### src/rtl/mbist_data_cmp_if.sv
// mbist_data_cmp_if: compare request, read data, scan and result signals of the MBIST data checker
interface mbist_data_cmp_if #(
  parameter int ADDR_WD    = 9,
  parameter int DATA_WD    = 32,
  parameter int ERR_CNT_WD = 4
) ();
  logic                  cmp_en;
  logic [ADDR_WD-1:0]    cmp_addr;
  logic [DATA_WD-1:0]    pat_data;
  logic                  cmp_inv;
  logic [DATA_WD-1:0]    mem_rdata;
  logic                  clear;
  logic                  scan_shift;
  logic                  sdi;
  logic                  sdo;
  logic                  err_valid;
  logic                  err_sticky;
  logic [ADDR_WD-1:0]    err_addr;
  logic [DATA_WD-1:0]    err_bmap;
  logic [ERR_CNT_WD-1:0] err_cnt;
  logic                  err_ovf;
  modport master (
    output cmp_en, cmp_addr, pat_data, cmp_inv, mem_rdata, clear, scan_shift, sdi,
    input  sdo, err_valid, err_sticky, err_addr, err_bmap, err_cnt, err_ovf
  );
  modport slave (
    input  cmp_en, cmp_addr, pat_data, cmp_inv, mem_rdata, clear, scan_shift, sdi,
    output sdo, err_valid, err_sticky, err_addr, err_bmap, err_cnt, err_ovf
  );
endinterface

### src/rtl/mbist_data_cmp.sv
// mbist_data_cmp: latency-matched read-data compare with fail capture and scan readout
module mbist_data_cmp #(
  parameter int BIST_ADDR_WD    = 9,
  parameter int BIST_DATA_WD    = 32,
  parameter int BIST_RD_LAT     = 1,
  parameter int BIST_ERR_CNT_WD = 4
) (
  input logic           clk,
  input logic           rst_n,
  mbist_data_cmp_if.slave bus
);
  localparam int L = BIST_RD_LAT;
  logic [L-1:0]                 vld;
  logic [BIST_ADDR_WD-1:0]      addr_q [L];
  logic [BIST_DATA_WD-1:0]      exp_q  [L];
  logic [BIST_DATA_WD-1:0]      mism;
  logic                         fail;
  logic                         kill;
  logic                         valid_q;
  logic                         sticky_q;
  logic                         ovf_q;
  logic [BIST_ERR_CNT_WD-1:0]   cnt_q;
  logic [BIST_ADDR_WD-1:0]      eaddr_q;
  logic [BIST_DATA_WD-1:0]      bmap_q;

  // compare the oldest pipeline stage against the returning read data
  always_comb begin
    kill = bus.clear | bus.scan_shift;
    mism = bus.mem_rdata ^ exp_q[L-1];
    fail = vld[L-1] & (|mism);
  end

  // delay line carrying valid/address/expected word to match read latency
  always_ff @(posedge clk or negedge rst_n) begin
    if (!rst_n) begin
      vld <= '0;
      for (int i = 0; i < L; i++) begin
        addr_q[i] <= '0;
        exp_q[i]  <= '0;
      end
    end else begin
      vld[0]    <= bus.cmp_en & ~kill;
      addr_q[0] <= bus.cmp_addr;
      exp_q[0]  <= bus.pat_data ^ {BIST_DATA_WD{bus.cmp_inv}};
      for (int i = 1; i < L; i++) begin
        vld[i]    <= vld[i-1] & ~kill;
        addr_q[i] <= addr_q[i-1];
        exp_q[i]  <= exp_q[i-1];
      end
    end
  end

  // result registers: clear wins over scan shift, which wins over capturing a fail
  always_ff @(posedge clk or negedge rst_n) begin
    if (!rst_n) begin
      {ovf_q, sticky_q, cnt_q, eaddr_q, bmap_q} <= '0;
      valid_q <= 1'b0;
    end else if (bus.clear) begin
      {ovf_q, sticky_q, cnt_q, eaddr_q, bmap_q} <= '0;
      valid_q <= 1'b0;
    end else if (bus.scan_shift) begin
      {ovf_q, sticky_q, cnt_q, eaddr_q, bmap_q} <=
        {bus.sdi, ovf_q, sticky_q, cnt_q, eaddr_q, bmap_q[BIST_DATA_WD-1:1]};
      valid_q <= 1'b0;
    end else begin
      valid_q <= fail;
      if (fail) begin
        bmap_q   <= bmap_q | mism;
        sticky_q <= 1'b1;
        if (!sticky_q) eaddr_q <= addr_q[L-1];
        if (&cnt_q) ovf_q <= 1'b1;
        else cnt_q <= cnt_q + 1'b1;
      end
    end
  end

  assign bus.sdo        = bmap_q[0];
  assign bus.err_valid  = valid_q;
  assign bus.err_sticky = sticky_q;
  assign bus.err_addr   = eaddr_q;
  assign bus.err_bmap   = bmap_q;
  assign bus.err_cnt    = cnt_q;
  assign bus.err_ovf    = ovf_q;
endmodule

### src/flat_wrapper.sv
// flat-port wrapper written by rule: the top's interface ports become plain ports
module mbist_data_cmp_flat 
#(
  parameter int BIST_ADDR_WD    = 9,
  parameter int BIST_DATA_WD    = 32,
  parameter int BIST_RD_LAT     = 1,
  parameter int BIST_ERR_CNT_WD = 4
)
  (clk, rst_n, bus_cmp_en, bus_cmp_addr, bus_pat_data, bus_cmp_inv, bus_mem_rdata, bus_clear, bus_scan_shift, bus_sdi, bus_sdo, bus_err_valid, bus_err_sticky, bus_err_addr, bus_err_bmap, bus_err_cnt, bus_err_ovf);
  mbist_data_cmp_if bus_i ();
  input logic clk;
  input logic rst_n;
  input wire logic [$bits(bus_i.cmp_en)-1:0] bus_cmp_en;
  input wire logic [$bits(bus_i.cmp_addr)-1:0] bus_cmp_addr;
  input wire logic [$bits(bus_i.pat_data)-1:0] bus_pat_data;
  input wire logic [$bits(bus_i.cmp_inv)-1:0] bus_cmp_inv;
  input wire logic [$bits(bus_i.mem_rdata)-1:0] bus_mem_rdata;
  input wire logic [$bits(bus_i.clear)-1:0] bus_clear;
  input wire logic [$bits(bus_i.scan_shift)-1:0] bus_scan_shift;
  input wire logic [$bits(bus_i.sdi)-1:0] bus_sdi;
  output wire logic [$bits(bus_i.sdo)-1:0] bus_sdo;
  output wire logic [$bits(bus_i.err_valid)-1:0] bus_err_valid;
  output wire logic [$bits(bus_i.err_sticky)-1:0] bus_err_sticky;
  output wire logic [$bits(bus_i.err_addr)-1:0] bus_err_addr;
  output wire logic [$bits(bus_i.err_bmap)-1:0] bus_err_bmap;
  output wire logic [$bits(bus_i.err_cnt)-1:0] bus_err_cnt;
  output wire logic [$bits(bus_i.err_ovf)-1:0] bus_err_ovf;
  assign bus_i.cmp_en = bus_cmp_en;
  assign bus_i.cmp_addr = bus_cmp_addr;
  assign bus_i.pat_data = bus_pat_data;
  assign bus_i.cmp_inv = bus_cmp_inv;
  assign bus_i.mem_rdata = bus_mem_rdata;
  assign bus_i.clear = bus_clear;
  assign bus_i.scan_shift = bus_scan_shift;
  assign bus_i.sdi = bus_sdi;
  assign bus_sdo = bus_i.sdo;
  assign bus_err_valid = bus_i.err_valid;
  assign bus_err_sticky = bus_i.err_sticky;
  assign bus_err_addr = bus_i.err_addr;
  assign bus_err_bmap = bus_i.err_bmap;
  assign bus_err_cnt = bus_i.err_cnt;
  assign bus_err_ovf = bus_i.err_ovf;
  mbist_data_cmp #(.BIST_ADDR_WD(BIST_ADDR_WD), .BIST_DATA_WD(BIST_DATA_WD), .BIST_RD_LAT(BIST_RD_LAT), .BIST_ERR_CNT_WD(BIST_ERR_CNT_WD)) u_core (.clk(clk), .rst_n(rst_n), .bus(bus_i));
endmodule
### config.mk
export PLATFORM = sky130hd
export DESIGN_NAME = mbist_data_cmp_flat
export DESIGN_NICKNAME = d
export VERILOG_FILES = /design/src/rtl/mbist_data_cmp_if.sv /design/src/rtl/mbist_data_cmp.sv /design/src/flat_wrapper.sv
export SDC_FILE = /design/constraint.sdc
export NUM_CORES = 1
export LEC_CHECK = 0
export ABC_AREA = 1
export CORE_ASPECT_RATIO = 1.2
export CORE_UTILIZATION = 45
export CTS_CLUSTER_DIAMETER = 80
export CTS_CLUSTER_SIZE = 30
export DETAILED_ROUTE_END_ITERATION = 10
export PLACE_DENSITY = 0.73
export REMOVE_ABC_BUFFERS = 1
export SETUP_SLACK_MARGIN = 0.15
export SKIP_CTS_REPAIR_TIMING = 1
export SYNTH_ARGS = -nofsm -noshare
export SYNTH_HDL_FRONTEND = slang
export SYNTH_SLANG_ARGS = --single-unit
### constraint.sdc
create_clock -name clk -period 3.6 [get_ports clk]
set_input_delay 1.08 -clock clk [delete_from_list [all_inputs] [get_ports clk]]
set_output_delay 1.08 -clock clk [all_outputs]
set_load 0.03 [all_outputs]
Yosys cells after proc, flatten, opt, wreduce, memory -nomap -nowiden
Index checks and enable logic that the tools add are counted.
- bits in registers: 90
- output and inout bits: 49
- logic and storage cells: 46
- add/subtract/negate cells: 1
- equal/unequal tests: 2
- multiplexer cells: 20
- bitwise logic cells: 7
- reductions and logical operators: 7
- operators by type and width (cell ; number):
    $mux W32 ; 3
    $xor A32 B32 Y32 ; 2
    $mux W9 ; 4
    $or A32 B32 Y32 ; 1
    $reduce_or A32 Y1 ; 1
    $mux W4 ; 4
    $mux W1 ; 9
    $ne A3 B3 Y1 const B ; 2
    $reduce_and A2 Y1 ; 3
    $reduce_bool A3 Y1 ; 2
    $add A4 B1 Y4 const B ; 1
    $reduce_and A4 Y1 ; 1
    $and A1 B1 Y1 ; 2
    $not A1 Y1 ; 1
    $or A1 B1 Y1 ; 1

Logic depth before layout (Yosys ltp)
- depth after elaboration: 6
- gate-level depth with buffers: 13
- depth with buffers taken out: 12

Least setup slack after synthesis
OpenSTA, ideal clock, no wires.
- path type: input -> register
- start: input port bus_mem_rdata[11]
- end: register u_core.bmap_q[21] (netlist: u_core.bus.err_bmap[21])
- data arrival time: 1999 ps
- required time: 3470 ps
- slack: 1470 ps
- stages: 13
- path buffers: 1
- cells stage by stage: inv_1 > nand2_1 > nand2_1 > nand2_1 > nor2_1 > nand2_1 > nor2_2 > nand2_2 > nand2_2 > nand2_4 > buf_6 > nand2_1 > o21ai_1
- cells in the longest elaborated chain, start to end: 4
- RTL lines (element ; RTL line ; source):
    start, declared ; flat_wrapper.sv:17 ; input wire logic [$bits(bus_i.mem_rdata)-1:0] bus_mem_rdata;
    $xor A32 B32 Y32 ; mbist_data_cmp.sv:29 ; mism = bus.mem_rdata ^ exp_q[L-1];
    $reduce_or A32 Y1 ; mbist_data_cmp.sv:30 ; fail = vld[L-1] & (|mism);
    $and A1 B1 Y1 ; mbist_data_cmp.sv:30 ;
    $reduce_bool A3 Y1 (no line) ; n/a ;
    end signal, assigned ; mbist_data_cmp.sv:62 ; {ovf_q, sticky_q, cnt_q, eaddr_q, bmap_q} <=
    end signal, assigned ; mbist_data_cmp.sv:68 ; bmap_q <= bmap_q | mism;
    end, declared ; mbist_data_cmp.sv:24 ; logic [BIST_DATA_WD-1:0] bmap_q;
Every way passes these cells.
A chain may end at the register's enable or synchronous reset.

Worst setup path in the final report
- start: input port bus_mem_rdata[26]
- end: register u_core.bmap_q[25] (netlist: u_core.bus.err_bmap[25])
The elaborated chain is that of the path after synthesis.

==> flow_summary.ini <==
[global_route]
grt_max_degree = 60
grt_usage = 0.228
antenna_found_initial = 0
gr-total-overflow = 0
grt_pass1_wl_um = 18400
grt_pass1_vias = 3948

[hold_path]
min_path_type = flip-flop to flip-flop

[floorplan]
core-area_mm2 = 0.00961
initial_core_util = 0.467
ios = 129
fp.dieH_um = 111
dieArea_mm2 = 0.0104
num_rows = 39
die_w_um = 93.2

[cts]
clk_pin_slew_worst_paths_ns = 0.07
cts_sinks = 90
cts_tree = yes
clk_path_buf_depth = 2
cts_max_level = 3
cts_buffers = 9
clk_latency_ns = 0.35
cts_root_buf = clkbuf_16

[pwr]
power.leakage_nw = 2.99
ir_drop_mv = 0.261
pwr_density_cell_mw_per_mm2 = 441

[setup_path]
path_class = input port to flip-flop
crit_arrival_ns = 2.95
endpoint_kind = flip-flop
crit_path_start_kind = input port
cpMaxStageDelayCell = clkdlybuf4s50_1
crit_family = simple AND/OR/NAND/NOR gates
crit_fanout = 46
cp_slowest_stage_delay_ns = 0.42
required_ns = 3.81
path_buf_inv = 1
path_cells = clkdlybuf4s50_1 > xnor2_1 > nand2_1 > nor2_1 > nand2_1 > nor2_2 > nand2_2 > nand2_2 > nand2_4 > nand2_1 > o21ai_0
cpMostUsedCell = nand2_1

[routing]
ant_nets = 0
dr.pass1.iters = 4
drt_iter0_markers = 237
wl_um = 10800
viasPerCell = 4.87
vias = 3934
wl_per_cell_um = 13.4
drc = 0

[timing]
hold_violations = 0
max_freq_ghz = 0.364
fin_worst_skew_ns = 0.00886
fin_crit_ns = 2.75
maxSlewViolCount = 0
min_period_over_period = 0.763
relSlewSlack = 0.401
worst_pin_slew_ns = 0.898
finalSetupViolations = 0
rsz0062_at_grt = no
setup_tns_ns = 0

[run_status]
status = complete, no violations

[yosys]
ys.warnings.count = 0
synth_cells = 557
ys_seq_area_frac = 0.501
synth.top_cells.by_area = dfrtp_1, nand2_1, inv_1
synth.largest_area_cell = dfrtp_1
synth.distinct_cells = 23
syn_avg_cell_area_um2 = 8.07
synth-seq-cells = 90
synth_top_area_share = 0.501
netlist_area_mm2 = 0.00449

[finish]
drive_above_1_share = 0.0629
n_antenna_cell = 0
fillCellCount = 828
finish.net_count = 760
final_cells = 807
syn_to_final_growth_pct = 36.7
final_cell_mix = nand2_1, clkdlybuf4s50_1, inv_1
final_common_cell = nand2_1

[placed_design]
place_hpwl_um = 7950
routabilityCongestion = 0.796
dp.cells = 791
port_buffers = 128

[flow_run]
maxCapViolations = 0
## flip-flops by register name, indices dropped and copies added, names as in the netlist
signal / count
u_core.bus.err_addr: 9
u_core.addr_q: 9
u_core.bus.err_sticky: 1
u_core.vld: 1
u_core.bus.err_valid: 1
u_core.bus.err_cnt: 4
u_core.bus.err_ovf: 1
u_core.exp_q: 32
u_core.bus.err_bmap: 32
## cell type report
type | count | area [µm²] | share of cell area
Clock inverter | 7 | 78.8 | 0.0128
Sequential cell | 90 | 2250 | 0.367
Clock buffer | 9 | 225 | 0.0367
Multi-Input combinational cell | 349 | 1750 | 0.285
Tap cell | 123 | 154 | 0.0251
Inverter | 94 | 353 | 0.0574
Timing Repair Buffer | 135 | 1330 | 0.216
## per-layer routing
metal / vias up / part of all wire / global-route usage / wire length (µm)
li1: 1972 / - / - / -
met1: 1815 / 0.41 / 0.276 / 4420
met2: 131 / 0.52 / 0.390 / 5600
met3: 16 / 0.057 / 0.0615 / 612
met4: 0 / 0.017 / 0.0790 / 188
met5: - / 0 / 0 / 0
## worst min-delay path, stage by stage, from the launching register on
cell and delay, ns:
dfrtp_1 0.37, nand2_1 0.07, nand2_1 0.06
## through the flow
| stage | power (mW) | util | hold slack, ns | worst slack (ns) | cell area [µm²] |
|---|---|---|---|---|---|
| 3_3_place_gp | 1.77 | 0.607 | 0.507 | 0.556 | 5840 |
| 3_5_place_dp | 1.78 | 0.607 | 0.521 | 0.517 | 5840 |
| 4_1_cts | 2.74 | 0.639 | 0.538 | 0.847 | 6140 |
| 2_1_floorplan | 1.48 | - | 0.566 | 0.293 | 4360 |
| 5_1_grt | 2.85 | 0.639 | 0.568 | 0.708 | 6140 |
| 6_report | 2.71 | 0.639 | 0.533 | 0.855 | 6140 |
## cells in the mapped netlist
master and number:
xor2_1 32, nor2_1 15, a311oi_1 1, o22ai_1 32
nand3_2 8, xnor2_1 4, inv_1 92, nand3_1 27
ha_1 1, dfrtp_1 90, o21ai_1 23, buf_4 3
o21ai_2 1, nor2_2 2, clkbuf_1 12, nand2_1 180
inv_2 2, buf_2 5, nand2_2 2, buf_6 4
nand2_4 2, a21oi_1 10, o21ai_0 9
## report_power, final
part           internal [mW]  total [mW]  switching, mW
clock network          0.544       0.952          0.408
registers               1.10        1.16         0.0552
logic                  0.259       0.600          0.342
## cell families after synthesis
| group | after synthesis | share of synthesized area |
|---|---|---|
| compound gates | 76 | 0.0952 |
| xor+xnor | 36 | 0.0702 |
| fa+ha+maj | 1 | 0.00278 |
| buf+inv | 118 | 0.109 |
| flops | 90 | 0.501 |
| simple gates | 236 | 0.221 |
## final timing paths
kind,from,endpoint,slack [ns],cells past startpoint
max,bus_mem_rdata[26],u_core.bus.err_bmap[25]$_DFFE_PN0P_,0.85,11
min,u_core.bus.err_bmap[2]$_DFFE_PN0P_,u_core.bus.err_bmap[2]$_DFFE_PN0P_,0.53,2
max reg2reg,u_core.exp_q[26]$_DFF_PN0_,u_core.bus.err_bmap[25]$_DFFE_PN0P_,1.61,10
min reg2reg,u_core.bus.err_bmap[2]$_DFFE_PN0P_,u_core.bus.err_bmap[2]$_DFFE_PN0P_,0.53,2
max in group asynchronous,rst_n,u_core.bus.err_bmap[16]$_DFFE_PN0P_,2.07,2
min in group asynchronous,rst_n,u_core.exp_q[14]$_DFF_PN0_,0.81,1
(Power assumes the default switching activity.)
